`config.mk`:
```
export PLATFORM = sky130hd
export DESIGN_NAME = sevenseg_decoder
export DESIGN_NICKNAME = d
export VERILOG_FILES = /design/src/rtl/sevenseg_decoder_pkg.sv /design/src/rtl/sevenseg_digit_decoder.sv /design/src/rtl/sevenseg_decoder.sv
export SDC_FILE = /design/constraint.sdc
export NUM_CORES = 1
export LEC_CHECK = 0
export CORE_ASPECT_RATIO = 0.5
export CORE_MARGIN = 3
export CORE_UTILIZATION = 58
export DETAILED_ROUTE_END_ITERATION = 8
export DONT_BUFFER_PORTS = 1
export PLACE_DENSITY_LB_ADDON = 0.08
export RECOVER_POWER = 50
export SLEW_MARGIN = 25
export SYNTH_ARGS = -nofsm -noshare
export SYNTH_HDL_FRONTEND = slang
export SYNTH_HIERARCHICAL = 1
export SYNTH_SLANG_ARGS = --single-unit
```
`constraint.sdc`:
```
create_clock -name clk -period 8.03 [get_ports clk]
set_input_delay 0.803 -clock clk [delete_from_list [all_inputs] [get_ports clk]]
set_output_delay 0.803 -clock clk [all_outputs]
set_load 0.02 [all_outputs]
```
`src/rtl/sevenseg_decoder_pkg.sv`:
```
// Shared constants for the seven-segment decoder: active-low segment codes,
// FSM state encoding and accumulator width.
package sevenseg_decoder_pkg;

    // Active-low segment codes for digits 0..9 (bit 7 is the decimal point, off = 1)
    localparam logic [7:0] SEG_0 = 8'hC0;
    localparam logic [7:0] SEG_1 = 8'hF9;
    localparam logic [7:0] SEG_2 = 8'hA4;
    localparam logic [7:0] SEG_3 = 8'hB0;
    localparam logic [7:0] SEG_4 = 8'h99;
    localparam logic [7:0] SEG_5 = 8'h92;
    localparam logic [7:0] SEG_6 = 8'h82;
    localparam logic [7:0] SEG_7 = 8'hF8;
    localparam logic [7:0] SEG_8 = 8'h80;
    localparam logic [7:0] SEG_9 = 8'h90;

    // Four decimal digits reach at most 9999, which fits in 14 bits without wrapping
    localparam int ACC_WIDTH = 14;

    typedef enum logic [2:0] {
        SDEC_IDLE = 3'd0,
        SDEC_D3   = 3'd1,
        SDEC_D2   = 3'd2,
        SDEC_D1   = 3'd3,
        SDEC_D0   = 3'd4,
        SDEC_DONE = 3'd5
    } sdec_state_t;

endpackage

```
`src/rtl/sevenseg_digit_decoder.sv`:
```
// Combinational decode of one active-low segment byte into a decimal digit.
// Any pattern outside the ten legal codes (including a lit decimal point)
// reports valid = 0.
module sevenseg_digit_decoder
    import sevenseg_decoder_pkg::*;
(
    input  logic [7:0] seg_byte,
    output logic       valid,
    output logic [3:0] digit
);

    // Map each legal segment code to its digit; everything else is invalid
    always_comb begin
        valid = 1'b1;
        digit = 4'd0;
        case (seg_byte)
            SEG_0:   digit = 4'd0;
            SEG_1:   digit = 4'd1;
            SEG_2:   digit = 4'd2;
            SEG_3:   digit = 4'd3;
            SEG_4:   digit = 4'd4;
            SEG_5:   digit = 4'd5;
            SEG_6:   digit = 4'd6;
            SEG_7:   digit = 4'd7;
            SEG_8:   digit = 4'd8;
            SEG_9:   digit = 4'd9;
            default: valid = 1'b0;
        endcase
    end

endmodule

```
`src/rtl/sevenseg_decoder.sv`:
```
// Sequential seven-segment word to binary converter. A captured 32-bit word
// (thousands byte first) is walked one digit per cycle with acc = acc*10 + d.
// Illegal bytes abort early; results above 255 are flagged and not loaded.
module sevenseg_decoder
    import sevenseg_decoder_pkg::*;
(
    input  logic        clk,
    input  logic        async_reset,
    input  logic        start,
    input  logic [31:0] data_input_sevensegs,
    output logic        busy,
    output logic        done,
    output logic [7:0]  data_output,
    output logic        error_invalid,
    output logic        error_overflow
);

    sdec_state_t state;
    sdec_state_t next_state;

    logic [31:0]          word_reg;
    logic [ACC_WIDTH-1:0] acc;
    logic [ACC_WIDTH-1:0] acc_mac;
    logic [7:0]           cur_byte;
    logic                 digit_valid;
    logic [3:0]           digit;

    logic load;
    logic acc_en;
    logic set_invalid;
    logic finish;

    // Pick the byte belonging to the digit state currently being processed
    always_comb begin
        cur_byte = word_reg[7:0];
        case (state)
            SDEC_D3: cur_byte = word_reg[31:24];
            SDEC_D2: cur_byte = word_reg[23:16];
            SDEC_D1: cur_byte = word_reg[15:8];
            SDEC_D0: cur_byte = word_reg[7:0];
            default: cur_byte = word_reg[7:0];
        endcase
    end

    sevenseg_digit_decoder u_digit (
        .seg_byte (cur_byte),
        .valid    (digit_valid),
        .digit    (digit)
    );

    // acc*10 as two shifts; acc is at most 999 whenever it is multiplied
    assign acc_mac = (acc << 3) + (acc << 1) + {{(ACC_WIDTH-4){1'b0}}, digit};

    // State register
    always_ff @(posedge clk) begin
        if (async_reset) begin
            state <= SDEC_IDLE;
        end else begin
            state <= next_state;
        end
    end

    // Next-state logic plus the datapath strobes that go with each transition
    always_comb begin
        next_state  = state;
        load        = 1'b0;
        acc_en      = 1'b0;
        set_invalid = 1'b0;
        finish      = 1'b0;
        case (state)
            SDEC_IDLE: begin
                if (start) begin
                    next_state = SDEC_D3;
                    load       = 1'b1;
                end
            end
            SDEC_D3, SDEC_D2, SDEC_D1, SDEC_D0: begin
                if (!digit_valid) begin
                    next_state  = SDEC_DONE;
                    set_invalid = 1'b1;
                end else begin
                    acc_en = 1'b1;
                    case (state)
                        SDEC_D3: next_state = SDEC_D2;
                        SDEC_D2: next_state = SDEC_D1;
                        SDEC_D1: next_state = SDEC_D0;
                        default: begin
                            next_state = SDEC_DONE;
                            finish     = 1'b1;
                        end
                    endcase
                end
            end
            SDEC_DONE: next_state = SDEC_IDLE;
            default:   next_state = SDEC_IDLE;
        endcase
    end

    // Word capture, accumulator and registered outputs; outputs reflect the
    // state being entered so done/busy/result line up with the DONE cycle
    always_ff @(posedge clk) begin
        if (async_reset) begin
            word_reg       <= '0;
            acc            <= '0;
            busy           <= 1'b0;
            done           <= 1'b0;
            data_output    <= '0;
            error_invalid  <= 1'b0;
            error_overflow <= 1'b0;
        end else begin
            busy <= (next_state != SDEC_IDLE);
            done <= (next_state == SDEC_DONE);
            if (load) begin
                word_reg       <= data_input_sevensegs;
                acc            <= '0;
                error_invalid  <= 1'b0;
                error_overflow <= 1'b0;
            end
            if (acc_en) begin
                acc <= acc_mac;
            end
            if (set_invalid) begin
                error_invalid <= 1'b1;
            end
            if (finish) begin
                if (acc_mac > ACC_WIDTH'(255)) begin
                    error_overflow <= 1'b1;
                end else begin
                    data_output <= acc_mac[7:0];
                end
            end
        end
    end

endmodule

```
* Yosys cells after proc, flatten, opt, wreduce, memory -nomap -nowiden
Cells that the tools add are included.
Word-level totals: register bits after elaboration 60, memories 0, input port bits 35, bits in latches 0, bits in read-only memories 0, logic and storage cells 58, bits in writable memories 0, output and inout bits 12
Operators by class: $lt $le $gt $ge 1, divide/modulo/power cells 0, bitwise operators 1, shift operators 0, mux-type cells 23, $mul 0, reduce and logical (&&, ||, !) cells 8, equality and inequality tests 15, add/subtract/negate cells 2
Operators by type and width (count):
- $eq 8x8->1 const B | 10
- $pmux 4 s9 | 1
- $mux 13 | 2
- $pmux 8 s3 | 1
- $mux 1 | 15
- $add 14x14->14 | 1
- $add 14x4->14 | 1
- $gt 14x8->1 const B | 1
- $reduce_or 10->1 | 1
- $pmux 3 s3 | 1
- $eq 3x2->1 const B | 2
- $eq 3x3->1 const B | 2
- $mux 3 | 2
- $pmux 3 s2 | 1
- $reduce_bool 2->1 | 2
- $reduce_or 4->1 | 1
- $eq 3x1->1 const B | 1
- $logic_not 3->1 | 1
- $reduce_bool 3->1 | 1
- $reduce_or 3->1 | 1
- $reduce_and 2->1 | 1
- $not 1->1 | 1

* Logic depth before layout (Yosys ltp)
depth in word-level cells 8, mapped depth 19, depth with buffers taken out 18

* Hierarchy
The synthesis kept the hierarchy.
By module, submodules not included:
- sevenseg_decoder | sequential area each 1201.2 um^2, cells an instance 393, times used 1, area each 3201.8 um^2
- sevenseg_digit_decoder | sequential area each 0.0 um^2, cells an instance 25, times used 1, area each 167.7 um^2

* Least setup slack after synthesis
Ideal clock, no wire load.
kind register to register, from reg state[1], to reg data_output[3], data arrival time 4581 ps, path buffers 1, setup time 121 ps, period minus slack after synthesis 4702 ps, path slack 3328 ps, cell stages (with the launch flop) 17, cells stage by stage dfxtp_1 > buf_1 > mux2i_1 > a21oi_1 > o22a_1 > and2b_1 > nor4bb_1 > inv_1 > fa_1 > fa_1 > nor2b_4 > o31a_4 > a2111oi_0 > a311oi_1 > nand3b_1 > nor4_4 > mux2_4
Between the ends: longest elaborated chain between the ends 8
Ends and longest elaborated chain:
- from (decl) | line sevenseg_decoder.sv:18 | sdec_state_t state;
- from (signal assigned) | line sevenseg_decoder.sv:59 | state <= next_state;
- $eq 3x2->1 or $eq 3x1->1 (tied branches) | line sevenseg_decoder.sv:36 | case (state)
- $pmux 8 s3 * | line sevenseg_decoder.sv:36
- named net cur_byte[2] | line sevenseg_decoder.sv:24 | logic [7:0] cur_byte;
- $eq 8x8->1 | line sevenseg_digit_decoder.sv:16 | case (seg_byte)
- $pmux 4 s9 * | line sevenseg_digit_decoder.sv:16
- named net digit[3] | line sevenseg_decoder.sv:26 | logic [3:0] digit;
- $add 14x4->14 * | line sevenseg_decoder.sv:52 | assign acc_mac = (acc << 3) + (acc << 1) + {{(ACC_WIDTH-4){1'b0}}, digit};
- $gt 14x8->1 | line sevenseg_decoder.sv:126 | if (acc_mac > ACC_WIDTH'(255)) begin
- $not 1->1 (no source line)
- $reduce_and 2->1 (no source line)
- to (signal assigned) | line sevenseg_decoder.sv:129 | data_output <= acc_mac[7:0];
- to (decl) | line sevenseg_decoder.sv:13 | output logic [7:0] data_output,
Mark *: on every way through the listed nets, which the timed path passes. The rest lies on a longest branch. A chain may end at the register's enable or synchronous reset.

* Worst setup path after layout
from reg state[1], to reg data_output[4]
The elaborated chain is that of the path after synthesis.

==> out/qor.txt <==
status: completed
Reg power frac: 37.8%
Clk pwr share: 42.5%
Int Pwr: 0.659 mW
vias in the first global route: 2,789
count of flip-flops with a built-in enable after synthesis: 0
hold buffers post-CTS: 0
gr ovfl total: 0
Main synth FF type: dfxtp_1
Critical Path End Type: register
Global Route Usage Sum: 24.4%
post-synthesis async set-or-reset flop share: 0%
DRC: 0
part of the Yosys area used for sequential elements: 35.6%
Max Freq: 187 MHz
Worst Skew: 6.45 ps
DP Wirelength: 5330 µm
Yosys warnings: 6
max-slew violation count: 0
DRT Wirelength: 7660 µm
Die Width: 114 µm
Via density: 5.99
worst-path fanout max: 15
combinational power share: 19.7%
Starting DRT DRC Count: 243
Core Area: 5250 µm²
I/O pins: 47
first-pass GRT wire length: 13,000 µm
fin crit period: 5350 ps
crit path kind: reg2reg
CP peak stage delay: 760 ps
antenna violations before repair: 0
WP data required: 8250 ps
row cnt: 18
Setup Total Neg Slack: 0 ps
setup bufs post-CTS: 0
sw power: 0.285 mW
hold_sp: word_reg[26]
CP max-delay cell: dfxtp_1
worst-case reg-to-reg path depth: 16
max cap viols: 0
Mapped Cells: 418
Finished Core Util: 70.5%
reg-to-reg startpoint: state[1]
worst-skew pair later-pin latency: 340 ps
Avg Inst Size Synth: 8.06 µm²
fill count: 428
crit-path cells: nand2b_1, nor2_1, a21oi_1, o22a_1, nor3_1, nor4bb_1, inv_1, fa_1, inv_1, ha_1, a211oi_1, o21ai_1, a211oi_1, xnor2_1, nor4_4, mux2_4
RR Endpoint: data_output[4]
number of flip-flops under the largest register name: 32
R2R Setup Slk: 2680 ps
routability cong.: 0.930
Tcrit/Tclk final: 66.7%
final setup fails: 0
Post-DRT Antenna Nets: 0
final hold violations: 0
Worst-Margin Slew: 1270 ps
nets@finish: 467
post-synth design cell area: 3370 µm²
share of cells above drive strength 1: 6.30%
WL/cell: 15.8 µm
RSZ-0062 raised after global routing: false
Netlist cell types: 60
Num CTS Buffers: 9
Syn Nets: 477
Reg clk slew, reported paths: 50 ps
Hold Path Class: reg2reg
pwr dens: 255 nW/µm²
Yosys reg bits: 60
Critical Path Start Type: register
number of antenna diodes: 0
CTS sink cnt: 60
PortBufs: 0
# resized after CTS: 0
DR pass1 iterations: 5
via count: 2,891
hold depth: 2
H-tree depth: 3
largest net degree at the start of global routing: 61
initial core utilization: 64.2%
CTS tree: built
clk buf depth: 2
peak supply drop: 0.000246 V
Clock Tree Root: clkbuf_16
Sw Ratio: 30.2%
Total Die Area: 6820 µm²
Min-Delay Endpoint: word_reg[26]
DIE HEIGHT: 59.9 µm
leakage dissipation: 1.50 nW
Crit path buffers/inverters: 2
Crit path arrival time: 5580 ps
Max-slew headroom: 15.6%
Layout area overhead: 9.77%
CP delay by family, top: simple AND/OR/NAND/NOR gates
how the worst max path moves through the flow:
stage | slack, ps | endpoint | startpoint | cells past startpoint
detailed placement | 2730 | data_output[4] | state[1] | 16
global placement | 2950 | data_output[7] | state[1] | 17
floorplan | 3330 | data_output[3] | state[1] | 16
finish | 2680 | data_output[4] | state[1] | 16
CTS | 2700 | data_output[4] | state[1] | 16
global route | 2200 | data_output[4] | state[1] | 16
tightest hold or removal path, delay by kind of cell (launching register included):
family	cells	cell delay (ps)
flops	1	300
simple gates	1	50
compound gates	1	50
cell type report:
| class | instances | area (µm²) | share of cell area, % |
|---|---|---|---|
| Tap cell | 70 | 87.6 | 2.37 |
| Timing Repair Buffer | 1 | 3.75 | 0.101 |
| Clock buffer | 13 | 270 | 7.31 |
| Sequential cell | 60 | 1200 | 32.5 |
| Multi-Input combinational cell | 325 | 2050 | 55.4 |
| Inverter | 11 | 41.3 | 1.12 |
| Clock inverter | 3 | 43.8 | 1.18 |
cells in the mapped netlist, types with 2 or more instances:
cell type / count / area share, %
a21oi_1: 58 / 8.6
a211oi_1: 3 / 0.67
nor3_1: 3 / 0.45
or2_1: 2 / 0.37
xor2_1: 4 / 1.0
inv_1: 10 / 1.1
nand3_1: 13 / 1.9
nor4b_1: 2 / 0.52
o31ai_1: 4 / 0.89
dfxtp_1: 60 / 36
buf_1: 3 / 0.33
or3_1: 2 / 0.37
a31oi_1: 6 / 1.1
mux2_4: 4 / 1.8
xnor2_1: 5 / 1.3
and3_1: 2 / 0.37
fa_1: 2 / 1.2
nor4_1: 2 / 0.37
ha_1: 22 / 8.2
and2_1: 2 / 0.37
nand2b_1: 4 / 0.74
nor2_1: 31 / 3.5
o22a_1: 8 / 2.1
nor2b_1: 5 / 0.93
o21a_1: 3 / 0.67
nand2_1: 87 / 9.7
mux2i_1: 12 / 3.6
o211ai_1: 2 / 0.45
o21ai_0: 7 / 1.0
clkbuf_1: 18 / 2.0
a21o_1: 3 / 0.67
kinds of logic (layout without fill, tap and decap cells):
group | Yosys count | after routing | share of synthesized area [%]
fa+ha+maj | 25 | 25 | 9.65
mux | 17 | 17 | 5.68
xor+xnor | 9 | 9 | 2.34
simple gates | 167 | 167 | 23.2
flops | 60 | 60 | 35.6
compound gates | 107 | 107 | 19.7
buf+inv | 33 | 28 | 3.71
cells in the final DEF, fill, tap and decap left out, types with 2 or more instances in the layout:
master | synthesis | routed
or3_1 | 2 | 2
clkbuf_8 | 0 | 3
xor2_1 | 4 | 4
a21oi_1 | 58 | 58
nor2b_1 | 5 | 5
mux2i_1 | 12 | 12
o22a_1 | 8 | 8
a31oi_1 | 6 | 6
ha_1 | 22 | 22
o211ai_1 | 2 | 2
mux2_4 | 4 | 4
nand2_1 | 87 | 87
clkbuf_1 | 18 | 2
fa_1 | 2 | 2
nor4_1 | 2 | 2
o21ai_0 | 7 | 7
o21a_1 | 3 | 3
o31ai_1 | 4 | 4
a21o_1 | 3 | 3
and3_1 | 2 | 2
nor3_1 | 3 | 3
and2_1 | 2 | 2
clkbuf_16 | 0 | 9
dfxtp_1 | 60 | 60
nor4b_1 | 2 | 2
xnor2_1 | 5 | 5
a211oi_1 | 3 | 3
nand2b_1 | 4 | 4
nand3_1 | 13 | 13
nor2_1 | 31 | 30
inv_1 | 10 | 10
power by group through the flow:
stage | clock network (mW) | registers [mW] | logic [mW]
after global placement | 0 | 0.362 | 0.174
after detailed placement | 0 | 0.363 | 0.182
final | 0.401 | 0.357 | 0.186
after floorplan | 0 | 0.348 | 0.163
after CTS | 0.404 | 0.357 | 0.184
after global routing | 0.419 | 0.361 | 0.208
routing by layer:
layer	global-route usage, %	vias up	share of wire, %
li1	-	1454	-
met1	30.5	1343	47
met2	40.4	81	45
met3	8.29	13	6.8
met4	7.78	0	1.4
met5	0	-	0
per-stage QoR:
stage                     setup WS (ps)  hold slack [ps]  power (mW)  area, µm²  std cells
final                              2680              447       0.944       3700        483
after global routing               2200              472       0.988       3700        483
after CTS                          2700              449       0.945       3700        483
after detailed placement           2730              442       0.545       3380        467
after global placement             2950              436       0.536       3380        467
after floorplan                    3330              436       0.511       3370        418
Note: power is estimated with default switching activity, not from simulation.
